[src/rtl/weight_load_sequencer_if.sv]
// Stream-in and weight_manager register bus for the weight load sequencer.
// master = sequencer side, slave = stream source / weight_manager side.
interface weight_load_sequencer_if #(
    parameter int width    = 16,
    parameter int depth    = 8,
    parameter int bitwidth = 8
);
    localparam int CW = $clog2(width);
    localparam int DW = $clog2(depth);

    logic                       s_valid;
    logic                       s_ready;
    logic signed [bitwidth-1:0] s_data;
    logic signed [bitwidth-1:0] wm_data;
    logic        [CW+DW:0]      wm_inst;
    logic                       wm_exec;
    logic signed [bitwidth-1:0] wm_read;

    modport master (
        input  s_valid, s_data, wm_read,
        output s_ready, wm_data, wm_inst, wm_exec
    );

    modport slave (
        output s_valid, s_data, wm_read,
        input  s_ready, wm_data, wm_inst, wm_exec
    );
endinterface

[src/rtl/weight_load_sequencer.sv]
// Walks the full weight table (tap fastest, then channel), issuing one write
// instruction + exec per streamed weight, with optional readback verify.
module weight_load_sequencer #(
    parameter int width    = 16,
    parameter int depth    = 8,
    parameter int bitwidth = 8,
    parameter int EXEC_GAP = 2,
    parameter int READ_LAT = 2,
    parameter int ERR_W    = 8
) (
    input  logic                                     clk,
    input  logic                                     rstb,
    input  logic                                     start,
    input  logic                                     verify_en,
    input  logic                                     abort,
    weight_load_sequencer_if.master                  bus,
    output logic                                     busy,
    output logic                                     done,
    output logic [ERR_W-1:0]                         err_cnt,
    output logic [$clog2(width)+$clog2(depth)-1:0]   err_addr
);
    localparam int CW   = $clog2(width);
    localparam int DW   = $clog2(depth);
    localparam int GMAX = (EXEC_GAP > READ_LAT) ? EXEC_GAP : READ_LAT;
    localparam int GW   = $clog2(GMAX + 1);

    typedef enum logic [2:0] {
        IDLE, FETCH, WR_EXEC, WR_GAP, RD_EXEC, RD_WAIT, CHECK, NEXT
    } state_t;

    state_t                     state_q, state_d;
    logic [CW-1:0]              chan_q, chan_d;
    logic [DW-1:0]              tap_q, tap_d;
    logic [GW-1:0]              cnt_q, cnt_d;
    logic                       verify_q, verify_d;
    logic                       err_seen_q, err_seen_d;
    logic                       s_ready_q, s_ready_d;
    logic signed [bitwidth-1:0] wm_data_q, wm_data_d;
    logic [CW+DW:0]             wm_inst_q, wm_inst_d;
    logic                       wm_exec_q, wm_exec_d;
    logic                       busy_q, busy_d;
    logic                       done_q, done_d;
    logic [ERR_W-1:0]           err_cnt_q, err_cnt_d;
    logic [CW+DW-1:0]           err_addr_q, err_addr_d;

    function automatic logic [ERR_W-1:0] sat_inc(input logic [ERR_W-1:0] v);
        return (&v) ? v : v + 1'b1;
    endfunction

    always_comb begin
        state_d    = state_q;
        chan_d     = chan_q;
        tap_d      = tap_q;
        cnt_d      = cnt_q;
        verify_d   = verify_q;
        err_seen_d = err_seen_q;
        wm_data_d  = wm_data_q;
        wm_inst_d  = wm_inst_q;
        wm_exec_d  = 1'b0;
        done_d     = 1'b0;
        err_cnt_d  = err_cnt_q;
        err_addr_d = err_addr_q;

        case (state_q)
            IDLE: begin
                if (start && !abort) begin
                    state_d    = FETCH;
                    chan_d     = '0;
                    tap_d      = '0;
                    verify_d   = verify_en;
                    err_seen_d = 1'b0;
                    err_cnt_d  = '0;
                    err_addr_d = '0;
                end
            end
            FETCH: begin
                if (bus.s_valid && s_ready_q) begin
                    state_d   = WR_EXEC;
                    wm_data_d = bus.s_data;
                    wm_inst_d = {1'b1, chan_q, tap_q};
                    wm_exec_d = 1'b1;
                end
            end
            WR_EXEC: begin
                state_d = WR_GAP;
                cnt_d   = GW'(EXEC_GAP - 1);
            end
            WR_GAP: begin
                if (cnt_q != '0) begin
                    cnt_d = cnt_q - 1'b1;
                end else if (verify_q) begin
                    state_d   = RD_EXEC;
                    wm_inst_d = {1'b0, chan_q, tap_q};
                    wm_exec_d = 1'b1;
                end else begin
                    state_d = NEXT;
                end
            end
            RD_EXEC: begin
                state_d = RD_WAIT;
                cnt_d   = GW'(READ_LAT - 1);
            end
            RD_WAIT: begin
                if (cnt_q != '0) cnt_d = cnt_q - 1'b1;
                else             state_d = CHECK;
            end
            CHECK: begin
                // wm_data still holds the captured weight while the read is in flight
                if (bus.wm_read != wm_data_q) begin
                    err_cnt_d = sat_inc(err_cnt_q);
                    if (!err_seen_q) begin
                        err_seen_d = 1'b1;
                        err_addr_d = {chan_q, tap_q};
                    end
                end
                state_d = NEXT;
            end
            NEXT: begin
                if (tap_q == DW'(depth - 1)) begin
                    tap_d = '0;
                    if (chan_q == CW'(width - 1)) begin
                        state_d = IDLE;
                        done_d  = 1'b1;
                    end else begin
                        chan_d  = chan_q + 1'b1;
                        state_d = FETCH;
                    end
                end else begin
                    tap_d   = tap_q + 1'b1;
                    state_d = FETCH;
                end
            end
            default: state_d = IDLE;
        endcase

        // Abort leaves the instruction bus untouched so it still shows the last issued op
        if (abort && state_q != IDLE) begin
            state_d   = IDLE;
            wm_exec_d = 1'b0;
            done_d    = 1'b0;
            wm_data_d = wm_data_q;
            wm_inst_d = wm_inst_q;
        end

        s_ready_d = (state_d == FETCH);
        busy_d    = (state_d != IDLE);
    end

    always_ff @(posedge clk or negedge rstb) begin
        if (!rstb) begin
            state_q    <= IDLE;
            chan_q     <= '0;
            tap_q      <= '0;
            cnt_q      <= '0;
            verify_q   <= 1'b0;
            err_seen_q <= 1'b0;
            s_ready_q  <= 1'b0;
            wm_data_q  <= '0;
            wm_inst_q  <= '0;
            wm_exec_q  <= 1'b0;
            busy_q     <= 1'b0;
            done_q     <= 1'b0;
            err_cnt_q  <= '0;
            err_addr_q <= '0;
        end else begin
            state_q    <= state_d;
            chan_q     <= chan_d;
            tap_q      <= tap_d;
            cnt_q      <= cnt_d;
            verify_q   <= verify_d;
            err_seen_q <= err_seen_d;
            s_ready_q  <= s_ready_d;
            wm_data_q  <= wm_data_d;
            wm_inst_q  <= wm_inst_d;
            wm_exec_q  <= wm_exec_d;
            busy_q     <= busy_d;
            done_q     <= done_d;
            err_cnt_q  <= err_cnt_d;
            err_addr_q <= err_addr_d;
        end
    end

    assign bus.s_ready = s_ready_q;
    assign bus.wm_data = wm_data_q;
    assign bus.wm_inst = wm_inst_q;
    assign bus.wm_exec = wm_exec_q;
    assign busy        = busy_q;
    assign done        = done_q;
    assign err_cnt     = err_cnt_q;
    assign err_addr    = err_addr_q;
endmodule

[src/flat_wrapper.sv]
// flat-port wrapper written by rule: the top's interface ports become plain ports
module weight_load_sequencer_flat 
#(
    parameter int width    = 16,
    parameter int depth    = 8,
    parameter int bitwidth = 8,
    parameter int EXEC_GAP = 2,
    parameter int READ_LAT = 2,
    parameter int ERR_W    = 8
)
  (clk, rstb, start, verify_en, abort, busy, done, err_cnt, err_addr, bus_s_valid, bus_s_data, bus_wm_read, bus_s_ready, bus_wm_data, bus_wm_inst, bus_wm_exec);
  weight_load_sequencer_if #(.width(width), .depth(depth), .bitwidth(bitwidth)) bus_i ();
  input  logic clk;
  input  logic rstb;
  input  logic start;
  input  logic verify_en;
  input  logic abort;
  output logic busy;
  output logic done;
  output logic [ERR_W-1:0] err_cnt;
  output logic [$clog2(width)+$clog2(depth)-1:0] err_addr;
  input wire logic [$bits(bus_i.s_valid)-1:0] bus_s_valid;
  input wire logic [$bits(bus_i.s_data)-1:0] bus_s_data;
  input wire logic [$bits(bus_i.wm_read)-1:0] bus_wm_read;
  output wire logic [$bits(bus_i.s_ready)-1:0] bus_s_ready;
  output wire logic [$bits(bus_i.wm_data)-1:0] bus_wm_data;
  output wire logic [$bits(bus_i.wm_inst)-1:0] bus_wm_inst;
  output wire logic [$bits(bus_i.wm_exec)-1:0] bus_wm_exec;
  assign bus_i.s_valid = bus_s_valid;
  assign bus_i.s_data = bus_s_data;
  assign bus_i.wm_read = bus_wm_read;
  assign bus_s_ready = bus_i.s_ready;
  assign bus_wm_data = bus_i.wm_data;
  assign bus_wm_inst = bus_i.wm_inst;
  assign bus_wm_exec = bus_i.wm_exec;
  weight_load_sequencer #(.width(width), .depth(depth), .bitwidth(bitwidth), .EXEC_GAP(EXEC_GAP), .READ_LAT(READ_LAT), .ERR_W(ERR_W)) u_core (.clk(clk), .rstb(rstb), .start(start), .verify_en(verify_en), .abort(abort), .bus(bus_i), .busy(busy), .done(done), .err_cnt(err_cnt), .err_addr(err_addr));
endmodule
[config.mk]
export PLATFORM = sky130hd
export DESIGN_NAME = weight_load_sequencer_flat
export DESIGN_NICKNAME = d
export VERILOG_FILES = /design/src/rtl/weight_load_sequencer_if.sv /design/src/rtl/weight_load_sequencer.sv /design/src/flat_wrapper.sv
export SDC_FILE = /design/constraint.sdc
export NUM_CORES = 1
export LEC_CHECK = 0
export BUFFER_PORTS_ARGS = -buffer_cell sky130_fd_sc_hd__buf_4
export CORE_MARGIN = 4
export CORE_UTILIZATION = 40
export DETAILED_ROUTE_END_ITERATION = 8
export SLEW_MARGIN = 0
export SYNTH_ARGS = -nofsm -noshare
export SYNTH_HDL_FRONTEND = slang
export SYNTH_SLANG_ARGS = --single-unit
[constraint.sdc]
create_clock -name clk -period 2.6 [get_ports clk]
set_clock_uncertainty 0.05 [all_clocks]
set_input_delay 0.13 -clock clk [delete_from_list [all_inputs] [get_ports clk]]
set_output_delay 0.13 -clock clk [all_outputs]
set_load 0.01 [all_outputs]
==> impl_metrics.env <==
export IMPL_status="completed"
export IMPL_cts_resized=0
export IMPL_max_slew_margin=0.5864
export IMPL_crit_fanout=12
export IMPL_postRouteAntennaNets=0
export IMPL_grt_pass1_vias=2021
export IMPL_final_net_count=333
export IMPL_hold_path_cell_count=2
export IMPL_grt_remaining_overflow=0
export IMPL_power_frac_comb=0.243
export IMPL_ys_warnings_count=0
export IMPL_setup_tns_ps=0
export IMPL_cts_hold_buf=10
export IMPL_clock_sinks=49
export IMPL_place_congestion=0.7385
export IMPL_synth_top_cell_area_share=0.4895
export IMPL_ir_drop_uv=367.9
export IMPL_yosysSeqAreaShare=0.4895
export IMPL_final_min_clock_period_ps=1890
export IMPL_cts_root_buf="clkbuf_8"
export IMPL_max_stage_delay_ps=530
export IMPL_power_density_nw_per_um2=626.9
export IMPL_reg2reg_depth=4
export IMPL_crit_path_end_kind="flop"
export IMPL_synth_cell_types=51
export IMPL_grt_usage=0.1599
export IMPL_post_cts_buffers=0
export IMPL_rsz0062_at_grt="false"
export IMPL_hp_start="abort"
export IMPL_fp_dieArea_um2=7593
export IMPL_slowest_stage="dfrtp_1"
export IMPL_synth_seq_cells=49
export IMPL_async_flop_share=1.000
export IMPL_syn_nets=266
export IMPL_dp_hpwl_mm=3.902
export IMPL_synth_commonest_cells="dfrtp_1 (49), nand2_1 (32), mux2_2 (15), nor2_1 (14), o21ai_0 (13)"
export IMPL_switching_share=0.2908
export IMPL_dr_first_iter_drc_count=47
export IMPL_grt_pass1_wl_mm=9.453
export IMPL_p_int_mw=1.414
export IMPL_rrSetupSlack_ps=710
export IMPL_critPathKind="flop to flop"
export IMPL_max_freq_ghz=0.5291
export IMPL_core_um2=5991
export IMPL_drv_slew=0
export IMPL_syn_area_um2=2505
export IMPL_vias_per_cell=5.134
export IMPL_clk_path_buf_depth=2
export IMPL_power_switching_uw=579.9
export IMPL_die_h_um=87.14
export IMPL_syn2layout_area_growth_pct=26.97
export IMPL_vias=1956
export IMPL_drc=0
export IMPL_syn_avg_cell_area_um2=10.52
export IMPL_numCtsBuffers=5
export IMPL_synth_area_top_cells="dfrtp_1 (49%), mux2_2 (6.7%), nand2_1 (4.8%)"
export IMPL_port_buffers=56
export IMPL_timing_rr_start="u_core.state_q[1]$_DFF_PN0_"
export IMPL_htreeDepth=2
export IMPL_first_pass_iters=6
export IMPL_r2r_end="u_core.err_cnt[0]$_DFFE_PN0P_"
export IMPL_leakage_nw=1.536
export IMPL_pwr_share_seq=0.480
export IMPL_pin_count=57
export IMPL_maxCapViolCount=0
export IMPL_yosysTopAreaCell="dfrtp_1"
export IMPL_final_hold_violation_count=0
export IMPL_crit_required_ps=2750
export IMPL_clk_pin_slew_ps=90
export IMPL_num_antenna_cells=0
export IMPL_clk_latency_ps=310
export IMPL_std_cell_rows=28
export IMPL_min_to="u_core.done$_DFF_PN0_"
export IMPL_clkPwrFrac=0.277
export IMPL_detail_route_wl_per_cell_um=14.35
export IMPL_setup_viol=0
export IMPL_tightest_slew_ps=620.4
export IMPL_grt_max_degree=50
export IMPL_fillers=559
export IMPL_startpoint_type="flop"
export IMPL_ys_flop_type="dfrtp_1"
export IMPL_synth_most_common_cell="dfrtp_1"
export IMPL_drive_gt1_frac=0.3007
export IMPL_fin_hold_ws_ps=22.91
export IMPL_finalCritPeriodShare=0.7269
export IMPL_hp_class="primary input to flop"
export IMPL_synth_edff_count=0
export IMPL_initial_core_util=0.4181
export IMPL_path_cells="or3_4 -> nor3b_4 -> a21oi_2 -> a211o_1"
export IMPL_cts_tree="yes"
export IMPL_wl_mm=5.468
export IMPL_grt_antenna_before_repair=0
export IMPL_synthCells=238
export IMPL_arrival_ps=2040
export IMPL_die_width_um=87.14
cell type report:
type | instances | area, µm² | area share
Timing Repair Buffer | 67 | 528.0 | 0.1660
Multi-Input combinational cell | 176 | 1195 | 0.3757
Inverter | 6 | 22.52 | 0.007081
Tap cell | 75 | 93.84 | 0.02950
Sequential cell | 49 | 1226 | 0.3855
Clock buffer | 5 | 68.82 | 0.02164
Clock inverter | 3 | 46.29 | 0.01456
critical path, delay by kind of cell (launching register included):
kind / cells / cell delay [ps]
and+or+nand+nor: 2 / 750
DFF: 1 / 530
AOI/OAI and AO/OA: 2 / 450
state kept, by name, indices dropped and copies added, names as in the netlist:
name and count:
u_core.err_addr 7, u_core.verify_q 1, u_core.tap_q 3, u_core.err_seen_q 1
u_core.busy 1, u_core.err_cnt 8, u_core.bus.wm_exec 1, u_core.done 1
u_core.bus.wm_inst 8, u_core.bus.s_ready 1, u_core.bus.wm_data 8, u_core.state_q 3
u_core.chan_q 4, u_core.cnt_q 2
metrics by stage:
step / utilization / setup slack (ps) / instances / instance area (µm²) / power, mW
after floorplan: - / 961.4 / 238 / 2505 / 1.235
after global placement: 0.4950 / 760.4 / 363 / 2965 / 1.445
after detailed placement: 0.4950 / 726.2 / 363 / 2965 / 1.449
after CTS: 0.5309 / 711.2 / 381 / 3181 / 2.025
after global routing: 0.5309 / 613.2 / 381 / 3181 / 2.127
final: 0.5309 / 710.0 / 381 / 3181 / 1.994
worst max path at each step:
stage                                               end  slack (ps)                           from
final                     u_core.err_cnt[0]$_DFFE_PN0P_         710    u_core.state_q[1]$_DFF_PN0_
after CTS                 u_core.err_cnt[0]$_DFFE_PN0P_         710    u_core.state_q[1]$_DFF_PN0_
after floorplan           u_core.err_cnt[5]$_DFFE_PN0P_         960  u_core.err_cnt[0]$_DFFE_PN0P_
after global placement    u_core.err_cnt[0]$_DFFE_PN0P_         760    u_core.state_q[1]$_DFF_PN0_
after global routing      u_core.err_cnt[0]$_DFFE_PN0P_         610    u_core.state_q[1]$_DFF_PN0_
after detailed placement  u_core.err_cnt[0]$_DFFE_PN0P_         730    u_core.state_q[1]$_DFF_PN0_
kinds of logic (layout without fill, tap and decap cells):
| group | Yosys count | in the layout | share of synthesized area |
|---|---|---|---|
| compound gates | 51 | 51 | 0.1374 |
| xor+xnor | 10 | 10 | 0.03497 |
| fa+ha+maj | 6 | 6 | 0.02997 |
| buf+inv | 13 | 81 | 0.03346 |
| flops | 49 | 49 | 0.4895 |
| mux | 16 | 16 | 0.07143 |
| simple gates | 93 | 93 | 0.2033 |
power groups by stage:
stage / Clock (mW) / Sequential, mW / Combinational, mW
after global placement: 0 / 0.967 / 0.477
after floorplan: 0 / 0.986 / 0.249
after detailed placement: 0 / 0.968 / 0.481
after CTS: 0.576 / 0.956 / 0.493
final: 0.551 / 0.957 / 0.485
after global routing: 0.606 / 0.973 / 0.547
metal layers:
layer  global-route usage  up-vias  routed length [µm]
met5                    0        -                   0
met4              0.05021        0                  69
met3              0.05298        6                 410
met2               0.2484       58                2431
met1               0.2115      906                2557
li1                     -      986                   -
cells in the final DEF, fill, tap and decap left out, drive strengths merged, types with 6 or more instances in the layout:
master	n
buf	57
dfrtp	49
nand2	32
nor2	17
o21ai	16
mux2	15
dlygate4sd3	10
a21oi	10
xor2	9
a22o	8
nor3	7
nand2b	7
nand3	7
inv	6
ha	6
Power figures use the tool's default switching activity.
